==> src/rtl/mips_multicycle_ctrl_if.sv <==
// Control bundle between the Mini-MIPS multi-cycle controller and its datapath.
// Carries the instruction fields, the memory handshake and every control line.
// When CTRL_PERF_CNT_EN is defined the bundle also carries the two
// performance counters.
interface mips_multicycle_ctrl_if;
  logic [5:0]  opcode;
  logic [5:0]  funct;
  logic [4:0]  rt;
  logic [4:0]  rd;
  logic        mem_ready;
  logic        ir_write;
  logic        pc_write;
  logic        pc_write_cond;
  logic [1:0]  pc_src;
  logic        mem_read;
  logic        mem_write;
  logic        iord;
  logic        mem_to_reg;
  logic        alu_src_a;
  logic [1:0]  alu_src_b;
  logic [1:0]  alu_op;
  logic        reg_dst;
  logic        reg_write;
  logic        illegal;
`ifdef CTRL_PERF_CNT_EN
  logic [31:0] retired_cnt;
  logic [31:0] stall_cnt;
`endif

  // Controller side: consumes instruction fields and handshake, drives controls.
  modport master (
    input  opcode, funct, rt, rd, mem_ready,
    output ir_write, pc_write, pc_write_cond, pc_src, mem_read, mem_write,
           iord, mem_to_reg, alu_src_a, alu_src_b, alu_op, reg_dst,
           reg_write, illegal
`ifdef CTRL_PERF_CNT_EN
    , output retired_cnt, stall_cnt
`endif
  );

  // Datapath side: mirror image of the controller.
  modport slave (
    output opcode, funct, rt, rd, mem_ready,
    input  ir_write, pc_write, pc_write_cond, pc_src, mem_read, mem_write,
           iord, mem_to_reg, alu_src_a, alu_src_b, alu_op, reg_dst,
           reg_write, illegal
`ifdef CTRL_PERF_CNT_EN
    , input retired_cnt, stall_cnt
`endif
  );
endinterface

==> src/rtl/mips_multicycle_ctrl.sv <==
// Multi-cycle control FSM for the Mini-MIPS datapath.
// Sequences fetch, decode, ALU, memory and PC control.  mem_ready stretches
// FETCH, MEM_RD and MEM_WR.  Writes to register $0 are suppressed in the
// write-back states without altering the state sequence.
// TRAP_HOLD = 1 makes TRAP absorbing until reset; 0 returns to IDLE.
// Optional macro CTRL_PERF_CNT_EN adds retired_cnt / stall_cnt counters.
module mips_multicycle_ctrl #(
  parameter bit TRAP_HOLD = 1'b1
) (
  input  logic                  clk,
  input  logic                  reset,
  mips_multicycle_ctrl_if.master bus
);

  typedef enum logic [3:0] {
    S_IDLE      = 4'd0,
    S_FETCH     = 4'd1,
    S_DECODE    = 4'd2,
    S_MEM_ADDR  = 4'd3,
    S_MEM_RD    = 4'd4,
    S_MEM_WB    = 4'd5,
    S_MEM_WR    = 4'd6,
    S_R_EXEC    = 4'd7,
    S_R_WB      = 4'd8,
    S_BRANCH    = 4'd9,
    S_ADDI_EXEC = 4'd10,
    S_ADDI_WB   = 4'd11,
    S_JUMP      = 4'd12,
    S_TRAP      = 4'd13
  } state_t;

  localparam logic [5:0] OP_RTYPE = 6'b000000;
  localparam logic [5:0] OP_LW    = 6'b100011;
  localparam logic [5:0] OP_SW    = 6'b101011;
  localparam logic [5:0] OP_BEQ   = 6'b000100;
  localparam logic [5:0] OP_ADDI  = 6'b001000;
  localparam logic [5:0] OP_J     = 6'b000010;

  state_t state_r;
  state_t state_s;
  logic   is_sw_r;

  logic       ir_write_s;
  logic       pc_write_s;
  logic       pc_write_cond_s;
  logic [1:0] pc_src_s;
  logic       mem_read_s;
  logic       mem_write_s;
  logic       iord_s;
  logic       mem_to_reg_s;
  logic       alu_src_a_s;
  logic [1:0] alu_src_b_s;
  logic [1:0] alu_op_s;
  logic       reg_dst_s;
  logic       reg_write_s;
  logic       illegal_s;

  // Supported R-type functions: add, sub, and, or, slt.
  function automatic logic funct_ok(input logic [5:0] f);
    logic ok;
    case (f)
      6'b100000, 6'b100010, 6'b100100, 6'b100101, 6'b101010: ok = 1'b1;
      default:                                                ok = 1'b0;
    endcase
    return ok;
  endfunction

  // State register; async reset drops every control line immediately.
  always_ff @(posedge clk or negedge reset) begin
    if (!reset) begin
      state_r <= S_IDLE;
    end else begin
      state_r <= state_s;
    end
  end

  // Remember whether the decoded memory instruction is a store.
  always_ff @(posedge clk or negedge reset) begin
    if (!reset) begin
      is_sw_r <= 1'b0;
    end else if (state_r == S_DECODE) begin
      is_sw_r <= (bus.opcode == OP_SW);
    end else begin
      is_sw_r <= is_sw_r;
    end
  end

  // Next-state logic.
  always_comb begin
    state_s = state_r;
    case (state_r)
      S_IDLE:   state_s = S_FETCH;
      S_FETCH:  state_s = bus.mem_ready ? S_DECODE : S_FETCH;
      S_DECODE: begin
        case (bus.opcode)
          OP_RTYPE:     state_s = funct_ok(bus.funct) ? S_R_EXEC : S_TRAP;
          OP_LW, OP_SW: state_s = S_MEM_ADDR;
          OP_BEQ:       state_s = S_BRANCH;
          OP_ADDI:      state_s = S_ADDI_EXEC;
          OP_J:         state_s = S_JUMP;
          default:      state_s = S_TRAP;
        endcase
      end
      S_MEM_ADDR:  state_s = is_sw_r ? S_MEM_WR : S_MEM_RD;
      S_MEM_RD:    state_s = bus.mem_ready ? S_MEM_WB : S_MEM_RD;
      S_MEM_WR:    state_s = bus.mem_ready ? S_FETCH : S_MEM_WR;
      S_MEM_WB:    state_s = S_FETCH;
      S_R_EXEC:    state_s = S_R_WB;
      S_R_WB:      state_s = S_FETCH;
      S_BRANCH:    state_s = S_FETCH;
      S_ADDI_EXEC: state_s = S_ADDI_WB;
      S_ADDI_WB:   state_s = S_FETCH;
      S_JUMP:      state_s = S_FETCH;
      S_TRAP:      state_s = TRAP_HOLD ? S_TRAP : S_IDLE;
      default:     state_s = S_IDLE;
    endcase
  end

  // Moore output decode; FETCH commits IR/PC only on the mem_ready cycle and
  // write-back to $0 is masked.
  always_comb begin
    ir_write_s      = 1'b0;
    pc_write_s      = 1'b0;
    pc_write_cond_s = 1'b0;
    pc_src_s        = 2'b00;
    mem_read_s      = 1'b0;
    mem_write_s     = 1'b0;
    iord_s          = 1'b0;
    mem_to_reg_s    = 1'b0;
    alu_src_a_s     = 1'b0;
    alu_src_b_s     = 2'b00;
    alu_op_s        = 2'b00;
    reg_dst_s       = 1'b0;
    reg_write_s     = 1'b0;
    illegal_s       = 1'b0;
    case (state_r)
      S_IDLE: begin
        ir_write_s = 1'b0;
      end
      S_FETCH: begin
        mem_read_s  = 1'b1;
        alu_src_b_s = 2'b01;
        ir_write_s  = bus.mem_ready;
        pc_write_s  = bus.mem_ready;
      end
      S_DECODE: begin
        alu_src_b_s = 2'b11;
      end
      S_MEM_ADDR, S_ADDI_EXEC: begin
        alu_src_a_s = 1'b1;
        alu_src_b_s = 2'b10;
      end
      S_MEM_RD: begin
        mem_read_s = 1'b1;
        iord_s     = 1'b1;
      end
      S_MEM_WR: begin
        mem_write_s = 1'b1;
        iord_s      = 1'b1;
      end
      S_MEM_WB: begin
        mem_to_reg_s = 1'b1;
        reg_dst_s    = 1'b0;
        reg_write_s  = (bus.rt != 5'd0);
      end
      S_R_EXEC: begin
        alu_src_a_s = 1'b1;
        alu_op_s    = 2'b10;
      end
      S_R_WB: begin
        reg_dst_s   = 1'b1;
        reg_write_s = (bus.rd != 5'd0);
      end
      S_ADDI_WB: begin
        reg_dst_s   = 1'b0;
        reg_write_s = (bus.rt != 5'd0);
      end
      S_BRANCH: begin
        alu_src_a_s     = 1'b1;
        alu_op_s        = 2'b01;
        pc_write_cond_s = 1'b1;
        pc_src_s        = 2'b01;
      end
      S_JUMP: begin
        pc_write_s = 1'b1;
        pc_src_s   = 2'b10;
      end
      S_TRAP: begin
        illegal_s = 1'b1;
      end
      default: begin
        illegal_s = 1'b0;
      end
    endcase
  end

  assign bus.ir_write      = ir_write_s;
  assign bus.pc_write      = pc_write_s;
  assign bus.pc_write_cond = pc_write_cond_s;
  assign bus.pc_src        = pc_src_s;
  assign bus.mem_read      = mem_read_s;
  assign bus.mem_write     = mem_write_s;
  assign bus.iord          = iord_s;
  assign bus.mem_to_reg    = mem_to_reg_s;
  assign bus.alu_src_a     = alu_src_a_s;
  assign bus.alu_src_b     = alu_src_b_s;
  assign bus.alu_op        = alu_op_s;
  assign bus.reg_dst       = reg_dst_s;
  assign bus.reg_write     = reg_write_s;
  assign bus.illegal       = illegal_s;

`ifdef CTRL_PERF_CNT_EN
  logic [31:0] retired_cnt_r;
  logic [31:0] stall_cnt_r;
  logic        retire_s;
  logic        stall_s;

  // Retirement is the exit from a terminal state; a stall is a waiting memory cycle.
  always_comb begin
    retire_s = 1'b0;
    stall_s  = 1'b0;
    case (state_r)
      S_MEM_WB, S_R_WB, S_ADDI_WB, S_BRANCH, S_JUMP: retire_s = 1'b1;
      S_MEM_WR: begin
        retire_s = bus.mem_ready;
        stall_s  = !bus.mem_ready;
      end
      S_FETCH, S_MEM_RD: stall_s = !bus.mem_ready;
      default: retire_s = 1'b0;
    endcase
  end

  // Free-running performance counters, wrapping modulo 2^32.
  always_ff @(posedge clk or negedge reset) begin
    if (!reset) begin
      retired_cnt_r <= 32'd0;
      stall_cnt_r   <= 32'd0;
    end else begin
      retired_cnt_r <= retired_cnt_r + {31'd0, retire_s};
      stall_cnt_r   <= stall_cnt_r + {31'd0, stall_s};
    end
  end

  assign bus.retired_cnt = retired_cnt_r;
  assign bus.stall_cnt   = stall_cnt_r;
`endif

endmodule

==> src/flat_wrapper.sv <==
// flat-port wrapper written by rule: the top's interface ports become plain ports
module mips_multicycle_ctrl_flat 
#(
  parameter bit TRAP_HOLD = 1'b1
)
  (clk, reset, bus_opcode, bus_funct, bus_rt, bus_rd, bus_mem_ready, bus_ir_write, bus_pc_write, bus_pc_write_cond, bus_pc_src, bus_mem_read, bus_mem_write, bus_iord, bus_mem_to_reg, bus_alu_src_a, bus_alu_src_b, bus_alu_op, bus_reg_dst, bus_reg_write, bus_illegal);
  mips_multicycle_ctrl_if bus_i ();
  input  logic clk;
  input  logic reset;
  input wire logic [$bits(bus_i.opcode)-1:0] bus_opcode;
  input wire logic [$bits(bus_i.funct)-1:0] bus_funct;
  input wire logic [$bits(bus_i.rt)-1:0] bus_rt;
  input wire logic [$bits(bus_i.rd)-1:0] bus_rd;
  input wire logic [$bits(bus_i.mem_ready)-1:0] bus_mem_ready;
  output wire logic [$bits(bus_i.ir_write)-1:0] bus_ir_write;
  output wire logic [$bits(bus_i.pc_write)-1:0] bus_pc_write;
  output wire logic [$bits(bus_i.pc_write_cond)-1:0] bus_pc_write_cond;
  output wire logic [$bits(bus_i.pc_src)-1:0] bus_pc_src;
  output wire logic [$bits(bus_i.mem_read)-1:0] bus_mem_read;
  output wire logic [$bits(bus_i.mem_write)-1:0] bus_mem_write;
  output wire logic [$bits(bus_i.iord)-1:0] bus_iord;
  output wire logic [$bits(bus_i.mem_to_reg)-1:0] bus_mem_to_reg;
  output wire logic [$bits(bus_i.alu_src_a)-1:0] bus_alu_src_a;
  output wire logic [$bits(bus_i.alu_src_b)-1:0] bus_alu_src_b;
  output wire logic [$bits(bus_i.alu_op)-1:0] bus_alu_op;
  output wire logic [$bits(bus_i.reg_dst)-1:0] bus_reg_dst;
  output wire logic [$bits(bus_i.reg_write)-1:0] bus_reg_write;
  output wire logic [$bits(bus_i.illegal)-1:0] bus_illegal;
  assign bus_i.opcode = bus_opcode;
  assign bus_i.funct = bus_funct;
  assign bus_i.rt = bus_rt;
  assign bus_i.rd = bus_rd;
  assign bus_i.mem_ready = bus_mem_ready;
  assign bus_ir_write = bus_i.ir_write;
  assign bus_pc_write = bus_i.pc_write;
  assign bus_pc_write_cond = bus_i.pc_write_cond;
  assign bus_pc_src = bus_i.pc_src;
  assign bus_mem_read = bus_i.mem_read;
  assign bus_mem_write = bus_i.mem_write;
  assign bus_iord = bus_i.iord;
  assign bus_mem_to_reg = bus_i.mem_to_reg;
  assign bus_alu_src_a = bus_i.alu_src_a;
  assign bus_alu_src_b = bus_i.alu_src_b;
  assign bus_alu_op = bus_i.alu_op;
  assign bus_reg_dst = bus_i.reg_dst;
  assign bus_reg_write = bus_i.reg_write;
  assign bus_illegal = bus_i.illegal;
  mips_multicycle_ctrl #(.TRAP_HOLD(TRAP_HOLD)) u_core (.clk(clk), .reset(reset), .bus(bus_i));
endmodule
==> config.mk <==
export PLATFORM = sky130hd
export DESIGN_NAME = mips_multicycle_ctrl_flat
export DESIGN_NICKNAME = d
export VERILOG_FILES = /design/src/rtl/mips_multicycle_ctrl_if.sv /design/src/rtl/mips_multicycle_ctrl.sv /design/src/flat_wrapper.sv
export SDC_FILE = /design/constraint.sdc
export NUM_CORES = 1
export LEC_CHECK = 0
export ABC_AREA = 0
export BUFFER_PORTS_ARGS = -buffer_cell sky130_fd_sc_hd__buf_4
export CAP_MARGIN = 15
export CORE_AREA = 2 2 42 44
export CTS_CLUSTER_DIAMETER = 150
export CTS_CLUSTER_SIZE = 12
export DETAILED_ROUTE_END_ITERATION = 7
export DIE_AREA = 0 0 44 46
export GPL_ROUTABILITY_DRIVEN = 1
export GPL_TIMING_DRIVEN = 0
export PLACE_DENSITY = 0.75
export RECOVER_POWER = 25
export SLEW_MARGIN = 20
export SYNTH_ARGS = -nofsm -noshare
export SYNTH_HDL_FRONTEND = slang
export SYNTH_SLANG_ARGS = --single-unit
==> constraint.sdc <==
create_clock -name clk -period 2.68 [get_ports clk]
set_clock_uncertainty 0.05 [all_clocks]
set_input_delay 0.402 -clock clk [delete_from_list [all_inputs] [get_ports clk]]
set_output_delay 0.402 -clock clk [all_outputs]
set_load 0.02 [all_outputs]
# Word-level counts from Yosys, hierarchy flattened
# Cells that the tools add are included.
[classes]
eq_ne = 23
muxes = 24
n_reduce_logical = 12
[ops]
columns = ["op", "n"]
rows = [
  ["$eq A6 B6 Y1 const B", 7],
  ["$pmux W4 S9", 1],
  ["$eq A4 B4 Y1 const B", 6],
  ["$pmux W4 S5", 1],
  ["$eq A4 B3 Y1 const B", 4],
  ["$mux W1", 13],
  ["$reduce_bool A5 Y1", 2],
  ["$reduce_or A2 Y1", 5],
  ["$eq A4 B2 Y1 const B", 2],
  ["$pmux W2 S2", 2],
  ["$eq A6 B2 Y1 const B", 1],
  ["$eq A6 B3 Y1 const B", 1],
  ["$eq A6 B4 Y1 const B", 1],
  ["$logic_not A6 Y1", 1],
  ["$pmux W2 S3", 1],
  ["$reduce_or A6 Y1", 1],
  ["$reduce_or A5 Y1", 1],
  ["$eq A4 B1 Y1 const B", 1],
  ["$logic_not A4 Y1", 1],
  ["$mux W2", 2],
  ["$mux W4", 1],
  ["$pmux W1 S2", 2],
  ["$reduce_or A4 Y1", 1],
  ["$mux W3", 1],
]
[word_totals]
reg_bits = 5
input_bits = 25
output_inout_bits = 17
elab_cells = 61

# Logic depth before layout (Yosys ltp)
# Gate-level depths: netlist of the first run.
[depth]
word_depth = 8
mapped_depth = 6
depth_no_buf = 4

# Worst setup path after synthesis of the first run
# Ideal clock, no wire load.
[synth_path]
kind = "flip-flop to output port"
from = "register u_core.state_r[1]"
to = "output port bus_pc_write"
arrival_time_ps = 1726
required_ps = 2228
setup_slack_ps = 502
path_stages_with_launch = 5
path_buffers = 0
path_cell_list = "dfrtp_1 inv_1 nand2_1 nor4b_1 or2_2"
[synth_via]
elab_chain_cells = 2
elab_cells_between_ends = 3
classes_between = "eq/ne (2); mux (1)"
[synth_lines]
columns = ["element", "line", "text"]
rows = [
  ["from (decl)", "mips_multicycle_ctrl.sv:39", "state_t state_r;"],
  ["from (signal assigned)", "mips_multicycle_ctrl.sv:73", "state_r <= state_s;"],
  ["$eq A4 B4 Y1 / $eq A4 B1 Y1 (equally long branches)", "mips_multicycle_ctrl.sv:136", "case (state_r)"],
  ["$pmux W1 S2 *", "mips_multicycle_ctrl.sv:136", ""],
  ["to (decl)", "flat_wrapper.sv:16", "output wire logic [$bits(bus_i.pc_write)-1:0] bus_pc_write;"],
]
# Every way passes the cells marked *; elsewhere a longest branch is shown, timed or not.

# Worst setup path in the final report of the first run
[layout_path]
from = "register u_core.state_r[3]"
to = "output port bus_reg_write"
[layout_via]
elab_chain_cells = 3
elab_cells_between_ends = 5
classes_between = "eq/ne (3); mux (1); reduce/logical (1)"
[layout_lines]
columns = ["element", "line", "text"]
rows = [
  ["$eq A4 B3 Y1 / $eq A4 B4 Y1 (equally long branches)", "mips_multicycle_ctrl.sv:136", ""],
  ["$reduce_or A2 Y1 (no source line)", "-", ""],
  ["$pmux W1 S2 *", "mips_multicycle_ctrl.sv:136", ""],
  ["to (decl)", "flat_wrapper.sv:27", "output wire logic [$bits(bus_i.reg_write)-1:0] bus_reg_write;"],
]
# Marked as above.

==> out/qor.yml, run 1 <==
cells_and_area:
  seq_area_um2: 125
  fin_nets: 161
  final_cells: 152
  syn2layout_area_growth_pct: 56.8
  fillers: 150
  layout-drive-gt1-share: 0.393
  multi_input_area_um2: 452
  antenna_cells: 0
placement:
  port_buffers: 41
  place_congestion: 0.777
  placed_cells: 147
  hpwl_um: 1490
logic_synthesis:
  synthTopCellsByArea: "dfrtp_1 20%, nor3_1 6.3%, o21ai_0 6.3%, xnor2_1 5.5%, nand2b_1 4.9%"
  syn_avg_cell_area_um2: 7.16
  async_flop_share: 1.00
  syn_inst: 89
  ys.flop_type: "dfrtp_1"
  yosysTopAreaCell: "dfrtp_1"
  synth-seq-area-share: 0.196
  syn_nets: 114
  synth_top_area_frac: 0.196
  ys_ff_latch: 5
  netlist_area_um2: 637
  synth_edf_count: 0
  yosysUniqueCellTypes: 35
  yosys_warnings: 0
  yosys-top-cells-count: "8 x nor2_1, 8 x nor3_1, 8 x o21ai_0, 6 x nand2_1"
routing:
  viasPerCell: 5.49
  antenna_left: 0
  wl_per_cell_um: 11.9
  dr.first_iter.drc_count: 12
  wirelength_um: 1810
  drc_errors: 0
  dr.pass1.iters: 4
  vias: 835
global_route:
  grt_max_degree: 11
  grt.total_usage: 0.192
  grt_pass1_wl_um: 2850
  first_global_vias: 702
  overflow: 0
  antenna_found_initial: 0
clocking:
  clkLatencyLatePin_ns: 0.25
  clock_path_buffers: 2
  cts_made_buffers: 3
  clock-sinks: 5
  cts_setup_buffers: 0
  cts_tree: "done"
  clkTransAtPathRegs_ns: 0.05
  clockRootBuffer: "clkbuf_4"
  h-tree-depth: 1
sta:
  fmax_mhz: 460
  hold_viol: 0
  finalMaxSlewViolations: 0
  whs_ns: 0.382
  rsz0062_at_grt: "false"
  final-setup-viol-count: 0
  worst_pin_slew_ns: 0.404
  period_share: 0.810
  finalSetupTns_ns: 0
  slew_headroom: 0.731
  finalCriticalPeriod_ns: 2.17
power:
  swShare: 0.501
  switching_power_w: 0.000476
  seq_power_share: 0.133
  ir_drop_v: 0.000366
  p_per_area_nw_per_um2: 951
  clkPwrFrac: 0.097
  total_power_w: 0.000950
  power.leakage_nw: 0.470
  p_comb_frac: 0.771
  internal_power_w: 0.000474
floorplan:
  fp.dieW_um: 44
  die_area_um2: 2020
  core-area_um2: 1610
  rows: 15
  initial_core_util: 0.395
  die_h_um: 46
  io_pins: 42
critical_path:
  slowest_stage: "clkbuf_1"
  cp.required_ns: 2.23
  critPathCaptureType: "output port"
  critPathMaxStageDelay_ns: 0.37
  cpMostUsedCell: "clkbuf_1"
  start_kind: "flip-flop"
  cp_top_family: "buffers and inverters"
  arrival_ns: 1.72
  worst-path-buf-inv: 3
  crit_chain: "clkbuf_1 > clkbuf_1 > o2bb2ai_1 > o211ai_1 > nand2_1 > buf_4"
  crit_type: "flip-flop to output port"
  crit_fanout: 10
run:
  drv_cap: 0
status:
  status: "finished clean"
min_path:
  hold_path.class: "input pin to flip-flop"
layout by cell type (no fill, tap or decap), types with 2 or more instances in the layout:
cell      count
clkbuf_4      3
nand2b_1      5
nand3_1       2
or4_1         3
a21oi_1       3
nand2_1       6
buf_4        42
buf_2         2
o22a_1        2
o21ai_0       8
dfrtp_1       5
mux2i_1       2
clkbuf_1      5
nor2_1        8
nor3_1        8
xnor2_1       4
a21o_1        2
inv_1         5
registers in the layout, indices dropped and copies added (netlist names):
register	count
u_core.state_r	4
u_core.is_sw_r	1
power by group through the flow:
stage,clock network [W],registers (W),logic [W]
2_1_floorplan,0,0.000121,0.000487
3_3_place_gp,0,0.000125,0.000726
3_5_place_dp,0,0.000126,0.000733
4_1_cts,0.0000930,0.000125,0.000739
5_1_grt,0.0000995,0.000130,0.000795
6_report,0.0000919,0.000126,0.000732
area by class of cell:
class / count / area share
Tap cell: 17 / 0.0213
Clock inverter: 1 / 0.00501
Inverter: 5 / 0.0188
Sequential cell: 5 / 0.125
Clock buffer: 3 / 0.0226
Multi-Input combinational cell: 71 / 0.452
Buffer: 8 / 0.0401
Timing Repair Buffer: 42 / 0.315
layer usage:
layer,vias up,part of all wire,track usage,routed length [um]
li1,415,-,-,-
met1,380,0.38,0.210,687
met2,37,0.54,0.347,979
met3,3,0.061,0.0357,111
met4,0,0.015,0.109,27
met5,-,0,0,0
cell families (layout without fill, tap and decap cells):
kind of cell	after synthesis	count (layout)	synth area share
AOI/OAI and AO/OA	26	26	0.287
DFF	5	5	0.196
xor gates and xnor gates	4	4	0.0550
and+or+nand+nor	38	38	0.318
muxes	3	3	0.0491
buffers and inverters	13	59	0.0943
worst paths after layout:
kind,from,end,slack (ns),cells past startpoint
max in group asynchronous,reset,u_core.state_r[3],1.89,2
worst max register to register,u_core.state_r[3],u_core.state_r[2],1.08,5
worst max-delay path,u_core.state_r[3],bus_reg_write,0.51,6
worst min-delay path,bus_opcode[3],u_core.is_sw_r,0.38,3
worst min register to register,u_core.is_sw_r,u_core.is_sw_r,0.51,2
min in group asynchronous,reset,u_core.is_sw_r,0.48,2
tightest hold or removal path: stages:
cell     delay [ns]
buf_4          0.11
nand3_1        0.06
o21ai_0        0.07
metrics by stage:
stage / setup slack, ns / util / area, um2
detailed placement: 0.786 / 0.598 / 966
finish: 0.508 / 0.619 / 998
global route: 0.341 / 0.619 / 998
floorplan: 0.502 / - / 637
CTS: 0.517 / 0.622 / 1000
global placement: 0.813 / 0.598 / 966
timing repair:
item,CTS,global route
hold buffers,1,0
endpoints found under the hold margin,5,0
resized for setup,0,0
(Power assumes the default switching activity.)
==> run 2: changes to the inputs <==
--- a/config.mk
+++ b/config.mk
@@ -8,14 +8,14 @@
 export ABC_AREA = 0
 export BUFFER_PORTS_ARGS = -buffer_cell sky130_fd_sc_hd__buf_4
 export CAP_MARGIN = 15
-export CORE_AREA = 2 2 42 44
+export CORE_AREA = 2 2 43 45
 export CTS_CLUSTER_DIAMETER = 150
 export CTS_CLUSTER_SIZE = 12
 export DETAILED_ROUTE_END_ITERATION = 7
-export DIE_AREA = 0 0 44 46
+export DIE_AREA = 0 0 45 47
 export GPL_ROUTABILITY_DRIVEN = 1
 export GPL_TIMING_DRIVEN = 0
-export PLACE_DENSITY = 0.75
+export PLACE_DENSITY = 0.72
 export RECOVER_POWER = 25
 export SLEW_MARGIN = 20
 export SYNTH_ARGS = -nofsm -noshare
==> constraint.sdc (replaced) <==
create_clock -name clk -period 2.2 [get_ports clk]
set_clock_uncertainty 0.05 [all_clocks]
set_input_delay 0.33 -clock clk [delete_from_list [all_inputs] [get_ports clk]]
set_output_delay 0.33 -clock clk [all_outputs]
set_load 0.02 [all_outputs]
==> run 2 against run 1 <==
Effect of this change:
- non-clock buffer count is the same
- critical path depth is the same
- clock power grew 19%
==> out/qor.yml, run 2 (synthesis results as in run 1) <==
placement:
  dpl_worst_slack_ns: 0.341  # was 0.786 ns
  place_congestion: 0.763  # was 0.777
  placed_cell_area_um2: 966  # unchanged
  port_buffers: 41  # unchanged
  hpwl_um: 1640  # was 1490 um
  placed_cells: 147  # unchanged
power:
  seq_power_share: 0.131  # was 0.133
  swShare: 0.507  # was 0.501
  total_power_w: 0.00118  # was 0.000950 W
  switching_power_w: 0.000597  # was 0.000476 W
  p_per_area_nw_per_um2: 1180  # was 951 nW/um2
  ir_drop_v: 0.000479  # was 0.000366 V
  p_comb_frac: 0.777  # was 0.771
  power.leakage_nw: 0.475  # was 0.470 nW
  internal_power_w: 0.000581  # was 0.000474 W
  clkPwrFrac: 0.092  # was 0.097
status:
  status: "finished clean"  # unchanged
global_route:
  overflow: 0  # unchanged
  first_global_vias: 738  # was 702
  grt_max_degree: 11  # unchanged
  grt_pass1_wl_um: 3050  # was 2850 um
  grt.total_usage: 0.195  # was 0.192
  antenna_found_initial: 0  # unchanged
routing:
  antenna_left: 0  # unchanged
  wl_per_cell_um: 13.0  # was 11.9 um
  dr.first_iter.drc_count: 12  # unchanged
  drc_errors: 0  # unchanged
  vias: 844  # was 835
  viasPerCell: 5.55  # was 5.49
  dr.pass1.iters: 4  # unchanged
  wirelength_um: 1980  # was 1810 um
min_path:
  min_to: "u_core.is_sw_r"  # unchanged
  hold_path.class: "input pin to flip-flop"  # unchanged
  worstHoldPathCells: 3  # unchanged
  worstHoldStart: "bus_opcode[3]"  # unchanged
sta:
  slew_headroom: 0.714  # was 0.731
  final-setup-viol-count: 0  # unchanged
  worst_pin_slew_ns: 0.429  # was 0.404 ns
  finalSetupTns_ns: 0  # unchanged
  finalWorstSetupSlack_ns: 0.197  # was 0.508 ns
  finalCriticalPeriod_ns: 2.00
  rsz0062_at_grt: "false"  # unchanged
  hold_viol: 0  # unchanged
  period_share: 0.911
  finalMaxSlewViolations: 0  # unchanged
  fmax_mhz: 499
clocking:
  clockRootBuffer: "clkbuf_4"  # unchanged
  cts_tree: "done"  # unchanged
  h-tree-depth: 1  # unchanged
  clock-sinks: 5  # unchanged
  clock_path_buffers: 2  # unchanged
  cts_setup_buffers: 0  # unchanged
  cts_made_buffers: 3  # unchanged
  clkTransAtPathRegs_ns: 0.05  # about the same
  clkLatencyLatePin_ns: 0.25  # about the same
critical_path:
  crit_type: "flip-flop to output port"  # unchanged
  start_kind: "flip-flop"  # unchanged
  cp.required_ns: 1.82  # was 2.23 ns
  arrival_ns: 1.62  # was 1.72 ns
  worst-path-buf-inv: 3  # unchanged
  cp_top_family: "buffers and inverters"  # unchanged
  slowest_stage: "dfrtp_1"  # was clkbuf_1
  critPathMaxStageDelay_ns: 0.34  # was 0.37 ns
  crit_fanout: 10  # unchanged
  r2r_cells: 5  # unchanged
  crit_chain: "clkbuf_1 > clkbuf_2 > o2bb2ai_1 > o211ai_1 > nand2_1 > buf_4"  # was clkbuf_1 > clkbuf_1 > o2bb2ai_1 > o211ai_1 > nand2_1 > buf_4
  r2r-end: "u_core.state_r[2]"  # unchanged
  r2r-start: "u_core.state_r[3]"  # unchanged
  critPathCaptureType: "output port"  # unchanged
  r2r_slack_ns: 0.66  # was 1.08 ns
cells_and_area:
  regMostFlops: "u_core.state_r"  # unchanged
  syn2layout_area_growth_pct: 57.2  # was 56.8%
  fin_nets: 161  # unchanged
  top_regs: "u_core.state_r (4), u_core.is_sw_r (1)"  # unchanged
  layout_commonest_cell: "buf_4"  # unchanged
  final_cells: 152  # unchanged
  largest_reg_flops: 4  # unchanged
  layout_common_cells: "42 x buf_4, 8 x nor2_1, 8 x nor3_1, 8 x o21ai_0, 6 x nand2_1"  # unchanged
  stdcell_area_um2: 1000  # was 998 um2
  fillers: 168  # was 150
  antenna_cells: 0  # unchanged
  layout-drive-gt1-share: 0.407  # was 0.393
floorplan:
  die_area_um2: 2120  # was 2020 um2
  io_pins: 42  # unchanged
  initial_core_util: 0.386  # was 0.395
  fp.dieW_um: 45  # was 44 um
  core-area_um2: 1650  # was 1610 um2
  die_h_um: 47  # was 46 um
  rows: 15  # unchanged
run:
  drv_cap: 0  # unchanged
## run 2: cell count changes in the layout (fill, tap and decap cells not counted), sizes merged
| cell | change |
|---|---|
| buf | +1 |
| clkbuf | -1 |
## run 2: cell type report
type | instances | area [um2] | area share
Timing Repair Buffer | 42 | 314 | 0.314
Clock buffer | 3 | 22.5 | 0.0225
Clock inverter | 1 | 5.00 | 0.00500
Buffer | 8 | 42.5 | 0.0425
Inverter | 5 | 18.8 | 0.0188
Sequential cell | 5 | 125 | 0.125
Multi-Input combinational cell | 71 | 452 | 0.451
Tap cell | 17 | 21.3 | 0.0212
## run 2: power by group through the flow
| stage | logic, W | registers (W) | clock network, W |
|---|---|---|---|
| 5_1_grt | 0.000987 | 0.000160 | 0.000113 |
| 3_5_place_dp | 0.000907 | 0.000155 | 0 |
| 3_3_place_gp | 0.000891 | 0.000153 | 0 |
| 2_1_floorplan | 0.000593 | 0.000148 | 0 |
| 4_1_cts | 0.000912 | 0.000153 | 0.000110 |
| 6_report | 0.000916 | 0.000154 | 0.000109 |
## run 2: per-stage QoR
step / utilization / hold WS, ns
2_1_floorplan: - / -0.0156
3_3_place_gp: 0.585 / 0.0799
3_5_place_dp: 0.585 / 0.0867
4_1_cts: 0.608 / 0.333
5_1_grt: 0.606 / 0.395
6_report: 0.606 / 0.329
## run 2: repair_timing
action	4_1_cts	5_1_grt
endpoints found under the hold margin	5	0
hold buffers	1	0
endpoints found under the setup margin	0	2
resized for setup	0	2
## run 2: per-layer routing
layer / routed length (um) / vias to the layer above / share of wire / track usage
met4: 48 / 0 / 0.024 / 0.106
met2: 1070 / 30 / 0.54 / 0.366
met1: 758 / 391 / 0.38 / 0.221
met3: 106 / 6 / 0.053 / 0.0115
met5: 0 / - / 0 / 0
li1: - / 417 / - / -
## run 2: tightest hold or removal path: cells and delay by family
family / cells / cell delay, ns
buffers and inverters: 1 / 0.12
AO/OA/AOI/OAI: 1 / 0.08
AND/OR/NAND/NOR: 1 / 0.06
## run 2: worst max path at each step
| stage | from | endpoint | slack (ns) | cells after the start |
|---|---|---|---|---|
| 4_1_cts | u_core.state_r[3] | bus_reg_write | 0.08 | 6 |
| 3_3_place_gp | u_core.state_r[3] | bus_reg_write | 0.40 | 6 |
| 2_1_floorplan | u_core.state_r[1] | bus_pc_write | 0.09 | 4 |
| 3_5_place_dp | u_core.state_r[3] | bus_reg_write | 0.34 | 6 |
| 5_1_grt | u_core.state_r[3] | bus_reg_write | 0.09 | 6 |
| 6_report | u_core.state_r[3] | bus_reg_write | 0.20 | 6 |
